--- src/rtl/freq_pkg.sv ---
// ---------------------------------------------------------------------------
// freq_pkg
// Shared definitions for the symbol frequency counter:
//   - state_t      : controller states IDLE / COUNT / REQ
//   - DEF_NUM_SYM  : default number of symbol bins
//   - DEF_SYM_W    : default symbol width
//   - DEF_CNT_W    : default per-bin count width
// ---------------------------------------------------------------------------
package freq_pkg;

  localparam int DEF_NUM_SYM = 10;
  localparam int DEF_SYM_W   = 4;
  localparam int DEF_CNT_W   = 15;

  typedef enum logic [1:0] {
    IDLE  = 2'd0,
    COUNT = 2'd1,
    REQ   = 2'd2
  } state_t;

endpackage

--- src/rtl/freq_bin.sv ---
// ---------------------------------------------------------------------------
// freq_bin
// One histogram bin: a counter that clears on 'clear' and steps on 'inc'.
// Build option FREQCNT_SAT_EN: when defined, the counter holds at its maximum
// and 'sat' flags an increment attempted at the maximum; when undefined the
// counter wraps and 'sat' is tied low.
//
// Ports:
//   clk    in   rising-edge clock
//   rst_n  in   synchronous active-low reset
//   clear  in   zero the count (wins over inc)
//   inc    in   add one to the count
//   count  out  current count, CNT_W bits
//   sat    out  increment attempted while at maximum (saturating build only)
// ---------------------------------------------------------------------------
module freq_bin #(
  parameter int CNT_W = 15
) (
  input  logic             clk,
  input  logic             rst_n,
  input  logic             clear,
  input  logic             inc,
  output logic [CNT_W-1:0] count,
  output logic             sat
);

`ifdef FREQCNT_SAT_EN
  localparam logic [CNT_W-1:0] CNT_MAX = '1;

  logic at_max;
  assign at_max = (count == CNT_MAX);

  always_ff @(posedge clk) begin
    if (!rst_n) begin
      count <= '0;
    end else if (clear) begin
      count <= '0;
    end else if (inc && !at_max) begin
      count <= count + 1'b1;
    end
  end

  // Combinational: the parent makes the flag sticky.
  assign sat = inc && at_max;
`else
  always_ff @(posedge clk) begin
    if (!rst_n) begin
      count <= '0;
    end else if (clear) begin
      count <= '0;
    end else if (inc) begin
      count <= count + 1'b1;
    end
  end

  assign sat = 1'b0;
`endif

endmodule

--- src/rtl/symbol_freq_counter.sv ---
// ---------------------------------------------------------------------------
// symbol_freq_counter
// Builds a histogram of the symbols of one frame and offers it to a coder
// through a req/ack handshake.
//
// Handshake: req_coding rises the cycle after the frame's last symbol
// (start_done) and stays high, with data_out frozen, until ack_coding is
// sampled high; the controller then returns to IDLE and req_coding drops on
// the following cycle. ack_coding is ignored when no request is pending.
//
// Build option FREQCNT_SAT_EN: saturating bins plus a sticky sat_flag;
// otherwise bins wrap and sat_flag stays 0.
//
// Ports:
//   clk         in   rising-edge clock
//   rst_n       in   synchronous active-low reset
//   start       in   pulse opening (or restarting) a frame
//   start_done  in   pulse marking the last symbol of a frame
//   in_valid    in   data_in qualifier
//   data_in     in   symbol, SYM_W bits
//   req_coding  out  result valid / request to the coder
//   ack_coding  in   coder acknowledge
//   data_out    out  NUM_SYM entries {symbol index, count}, entry 0 in LSBs
//   busy        out  high while counting or requesting
//   range_err   out  sticky per frame: a valid symbol >= NUM_SYM was seen
//   sat_flag    out  sticky per frame: some bin saturated
//   state_dbg   out  current controller state
// ---------------------------------------------------------------------------
module symbol_freq_counter
  import freq_pkg::*;
#(
  parameter int NUM_SYM = DEF_NUM_SYM,
  parameter int SYM_W   = DEF_SYM_W,
  parameter int CNT_W   = DEF_CNT_W
) (
  input  logic                             clk,
  input  logic                             rst_n,
  input  logic                             start,
  input  logic                             start_done,
  input  logic                             in_valid,
  input  logic [SYM_W-1:0]                 data_in,
  output logic                             req_coding,
  input  logic                             ack_coding,
  output logic [NUM_SYM*(SYM_W+CNT_W)-1:0] data_out,
  output logic                             busy,
  output logic                             range_err,
  output logic                             sat_flag,
  output state_t                           state_dbg
);

  localparam int ENT_W = SYM_W + CNT_W;

  state_t state_q, state_d;

  logic               clear;
  logic               accept;
  logic               sym_in_range;
  logic [NUM_SYM-1:0] bin_sat;
  logic               range_err_q;
  logic               sat_flag_q;

  // start opens or restarts a frame from IDLE or COUNT; it is dead in REQ.
  assign clear = start && (state_q != REQ);

  // The symbol that arrives with start is never counted.
  assign accept = (state_q == COUNT) && !start && in_valid;

  assign sym_in_range = (32'(data_in) < 32'(NUM_SYM));

  // ---------------------------------------------------------------------
  // Controller
  // ---------------------------------------------------------------------
  always_ff @(posedge clk) begin
    if (!rst_n) begin
      state_q <= IDLE;
    end else begin
      state_q <= state_d;
    end
  end

  always_comb begin
    state_d = state_q;
    case (state_q)
      IDLE: begin
        if (start) state_d = COUNT;
      end
      COUNT: begin
        // A coincident start wins: the frame restarts and start_done is dropped.
        if (start)           state_d = COUNT;
        else if (start_done) state_d = REQ;
      end
      REQ: begin
        if (ack_coding) state_d = IDLE;
      end
      default: state_d = IDLE;
    endcase
  end

  // ---------------------------------------------------------------------
  // Sticky per-frame flags
  // ---------------------------------------------------------------------
  always_ff @(posedge clk) begin
    if (!rst_n) begin
      range_err_q <= 1'b0;
      sat_flag_q  <= 1'b0;
    end else if (clear) begin
      range_err_q <= 1'b0;
      sat_flag_q  <= 1'b0;
    end else begin
      if (accept && !sym_in_range) range_err_q <= 1'b1;
      if (|bin_sat)                sat_flag_q  <= 1'b1;
    end
  end

  // ---------------------------------------------------------------------
  // Histogram bins
  // ---------------------------------------------------------------------
  for (genvar gi = 0; gi < NUM_SYM; gi++) begin : g_bin
    logic [CNT_W-1:0] bin_cnt;

    freq_bin #(
      .CNT_W (CNT_W)
    ) u_bin (
      .clk   (clk),
      .rst_n (rst_n),
      .clear (clear),
      .inc   (accept && (data_in == SYM_W'(gi))),
      .count (bin_cnt),
      .sat   (bin_sat[gi])
    );

    assign data_out[gi*ENT_W +: ENT_W] = {SYM_W'(gi), bin_cnt};
  end

  assign req_coding = (state_q == REQ);
  assign busy       = (state_q != IDLE);
  assign range_err  = range_err_q;
  assign sat_flag   = sat_flag_q;
  assign state_dbg  = state_q;

endmodule

--- config.mk ---
export PLATFORM = sky130hd
export DESIGN_NAME = symbol_freq_counter
export DESIGN_NICKNAME = d
export VERILOG_FILES = /design/src/rtl/freq_pkg.sv /design/src/rtl/freq_bin.sv /design/src/rtl/symbol_freq_counter.sv
export SDC_FILE = /design/constraint.sdc
export NUM_CORES = 1
export LEC_CHECK = 0
export ABC_CLOCK_PERIOD_IN_PS = 2800
export CAP_MARGIN = 20
export CORE_MARGIN = 3
export CORE_UTILIZATION = 44
export CTS_BUF_LIST = sky130_fd_sc_hd__clkbuf_16
export CTS_CLUSTER_DIAMETER = 50
export DETAILED_ROUTE_END_ITERATION = 8
export PLACE_DENSITY_LB_ADDON = 0.2
export SLEW_MARGIN = 20
export SYNTH_ARGS = -nofsm -noshare
export SYNTH_HDL_FRONTEND = slang
export SYNTH_SLANG_ARGS = --single-unit
--- constraint.sdc ---
create_clock -name clk -period 2.8 [get_ports clk]
set_clock_uncertainty 0.05 [all_clocks]
set_input_delay 0.7 -clock clk [delete_from_list [all_inputs] [get_ports clk]]
set_output_delay 0.7 -clock clk [all_outputs]
set_load 0.01 [all_outputs]
==> results.txt <==
maximum VDD drop -> 0.4392 mV
synthesis-to-finish area growth -> 36.60%
Top delay family on crit path -> simple AND/OR/NAND/NOR gates
Worst Path Max Fanout -> 4
final hold viol count -> 0
vias in the first global route -> 6,362
Final nets -> 1,115
Final setup violation count -> 0
die height -> 135.5 um
PD cells -> 438.9 nW/um^2
fin crit share -> 96.22%
TritonCTS clock tree -> done
TritonCTS Buffers -> 17
Max Cap Violations -> 0
CTS H-tree depth -> 4
Site Rows -> 46
clock sink count -> 153
Setup crit start kind -> primary input
GR Overflow Total -> 0
most used cell, CP -> or4_1
RSZ-0062 raised after global routing -> false
critical path buffer and inverter count -> 1
Top FF cell, synth -> dfxtp_1
number of synthesized flops with an enable pin -> 0
crit path capture type -> register
mapped cell area -> 7373 sq um
Initial Util -> 45.75%
WS Path Type -> primary input to register
final slew viol count -> 0
first-pass GRT wire length -> 30,900 um
Post-Synthesis Cells -> 889
Clock Tree Buf Depth -> 2
Core ar. -> 16,120 sq um
Port Buf Inserts -> 164
worst path cell trace -> clkdlybuf4s50_1 -> or4_1 -> or4_4 -> or4_1 -> a21oi_1
Die Area -> 18,350 sq um
register area share after synthesis -> 41.54%
pin count of the biggest net entering global routing -> 47
share of layout cells above drive strength 1 -> 9.477%
clk slew on worst S/H paths -> 60 ps
Initial DRC Count -> 361
Yosys warning total -> 0
initial antenna violation count -> 0
Pre-antenna DRT Iters -> 4
GPL Wtd Cong -> 0.7964
via count -> 7,035
CTS Hold Bufs -> 0
Pleak -> 0.003280 uW
dpl cells -> 1,292
most frequent cells in the layout -> 164 x clkdlybuf4s50_1, 153 x dfxtp_1, 85 x a21oi_1
worst hold slack -> 424.8 ps
drt wl/cell -> 14.29 um
Final Critical Period -> 2694 ps
FMAX -> 371.2 MHz
async set or reset register ratio after synthesis -> 0%
status -> finished, final reports clean
Finished Layout Cells -> 1,324
n_diodes -> 0
Critical Path AT -> 2990 ps
WL final -> 18,930 um
Yosys reg bits -> 153
library cells used by synthesis -> 42
Post-DP HPWL -> 13,710 um
DIE WIDTH -> 135.5 um
num ports -> 206
slowest stage delay, CP -> 610 ps
Crit-path slowest cell -> or4_1
fillers -> 1,435
Syn Area/Cell -> 8.294 sq um
drc violations -> 0
WP data required -> 3100 ps
Tightest Hold Check Type -> register to register
via-per-instance ratio -> 5.313
worst skew pair latency -> 420 ps
commonest non-fill, non-tap cell in the layout -> clkdlybuf4s50_1
CTS Root Cell -> clkbuf_16
GRT Util Overall -> 20.42%
antenna-violating nets left -> 0
[cell type report]
type | count | area [sq um] | share of cell area (%)
multi-input combinational | 668 | 3948 | 39.19
sequential | 153 | 3063 | 30.41
timing repair buffer | 231 | 2182 | 21.66
clock buffer | 17 | 425.4 | 4.224
tap | 216 | 270.3 | 2.683
clock inverter | 15 | 93.84 | 0.9317
inverter | 24 | 90.09 | 0.8944
[metal layers]
metal	global-route usage [%]	share of wire (%)	vias up
li1	-	-	3572
met1	27.06	46	3277
met2	33.41	48	175
met3	5.238	5.6	11
met4	5.095	0.65	0
met5	0	0	-
[stage by stage]
step	total power [uW]	setup slack (ps)	utilization (%)	setup TNS [ps]	area (sq um)
after CTS	4471	36.28	62.35	0	10050
after detailed placement	2410	-387.2	59.13	-12550	9529
after global placement	2410	-375.7	59.13	-11370	9529
final	4421	105.9	62.50	0	10070
after global routing	4581	2.889	62.50	0	10070
after floorplan	2367	11.51	-	0	7520
[power by group]
part | switching [uW] | internal [uW]
sequential | 2.95 | 2180
clock | 869 | 1190
combinational | 116 | 67.3
[timing repair]
action / in CTS / in global routing
endpoints found under the setup margin: 0 / 18
endpoints found under the hold margin: 0 / 0
resized for setup: 0 / 6
buffers inserted: 0 / 0
[final timing paths]
check / start / endpoint / slack, ps / cells after the start
max: data_in[2] / g_bin[0].u_bin.count[13]$_SDFFE_PP0P_ / 110 / 5
min: g_bin[4].u_bin.count[13]$_SDFFE_PP0P_ / g_bin[4].u_bin.count[13]$_SDFFE_PP0P_ / 420 / 2
max reg2reg: state_dbg[1]$_SDFFE_PN0P_ / g_bin[0].u_bin.count[13]$_SDFFE_PP0P_ / 620 / 5
min reg2reg: g_bin[4].u_bin.count[13]$_SDFFE_PP0P_ / g_bin[4].u_bin.count[13]$_SDFFE_PP0P_ / 420 / 2
[cell usage after synthesis (2+ instances only)]
cell,count,area share [%]
dfxtp_1,153,42
a21oi_1,85,5.8
or3_1,68,5.8
o21ai_0,63,4.3
nor2_1,62,3.2
nand2_1,60,3.1
nand3_1,49,3.3
buf_4,41,4.2
nand4_1,40,3.4
clkbuf_1,39,2.0
xnor2_1,30,3.6
or4_1,29,3.0
inv_1,24,1.2
xor2_1,23,2.7
and4_1,16,1.9
o31ai_1,13,1.3
nor3_1,11,0.75
ha_1,10,1.7
nor4_1,10,0.85
and2_1,9,0.76
o211ai_1,8,0.81
and3_1,6,0.51
mux2i_1,4,0.54
nand4b_1,4,0.48
o21ai_1,4,0.27
buf_2,3,0.20
nand4bb_1,3,0.46
nor4bb_1,3,0.41
and4bb_2,2,0.34
conb_1,2,0.10
o21a_1,2,0.20
or2_2,2,0.17
or4b_1,2,0.27
[state kept, by name, indices dropped and copies added (netlist names)]
register,flops
range_err,1
state_dbg,2
g_bin.u_bin.count,150
[worst register-to-register path, stage by stage, from the launching register on]
cell and delay (ps):
dfxtp_1 380, nand4bb_1 280, buf_12 200, or4_4 540, or4_1 510, a21oi_1 150
[cell families after synthesis]
| kind of cell | count (synthesis) | synth area share [%] |
|---|---|---|
| mux | 4 | 0.5430 |
| simple gates | 383 | 29.39 |
| other cells | 2 | 0.1019 |
| buf+inv | 107 | 7.585 |
| compound gates | 177 | 12.85 |
| xor+xnor | 53 | 6.296 |
| fa+ha+maj | 10 | 1.697 |
| flops | 153 | 41.54 |
No activity file was read; power rests on OpenSTA's default activity.
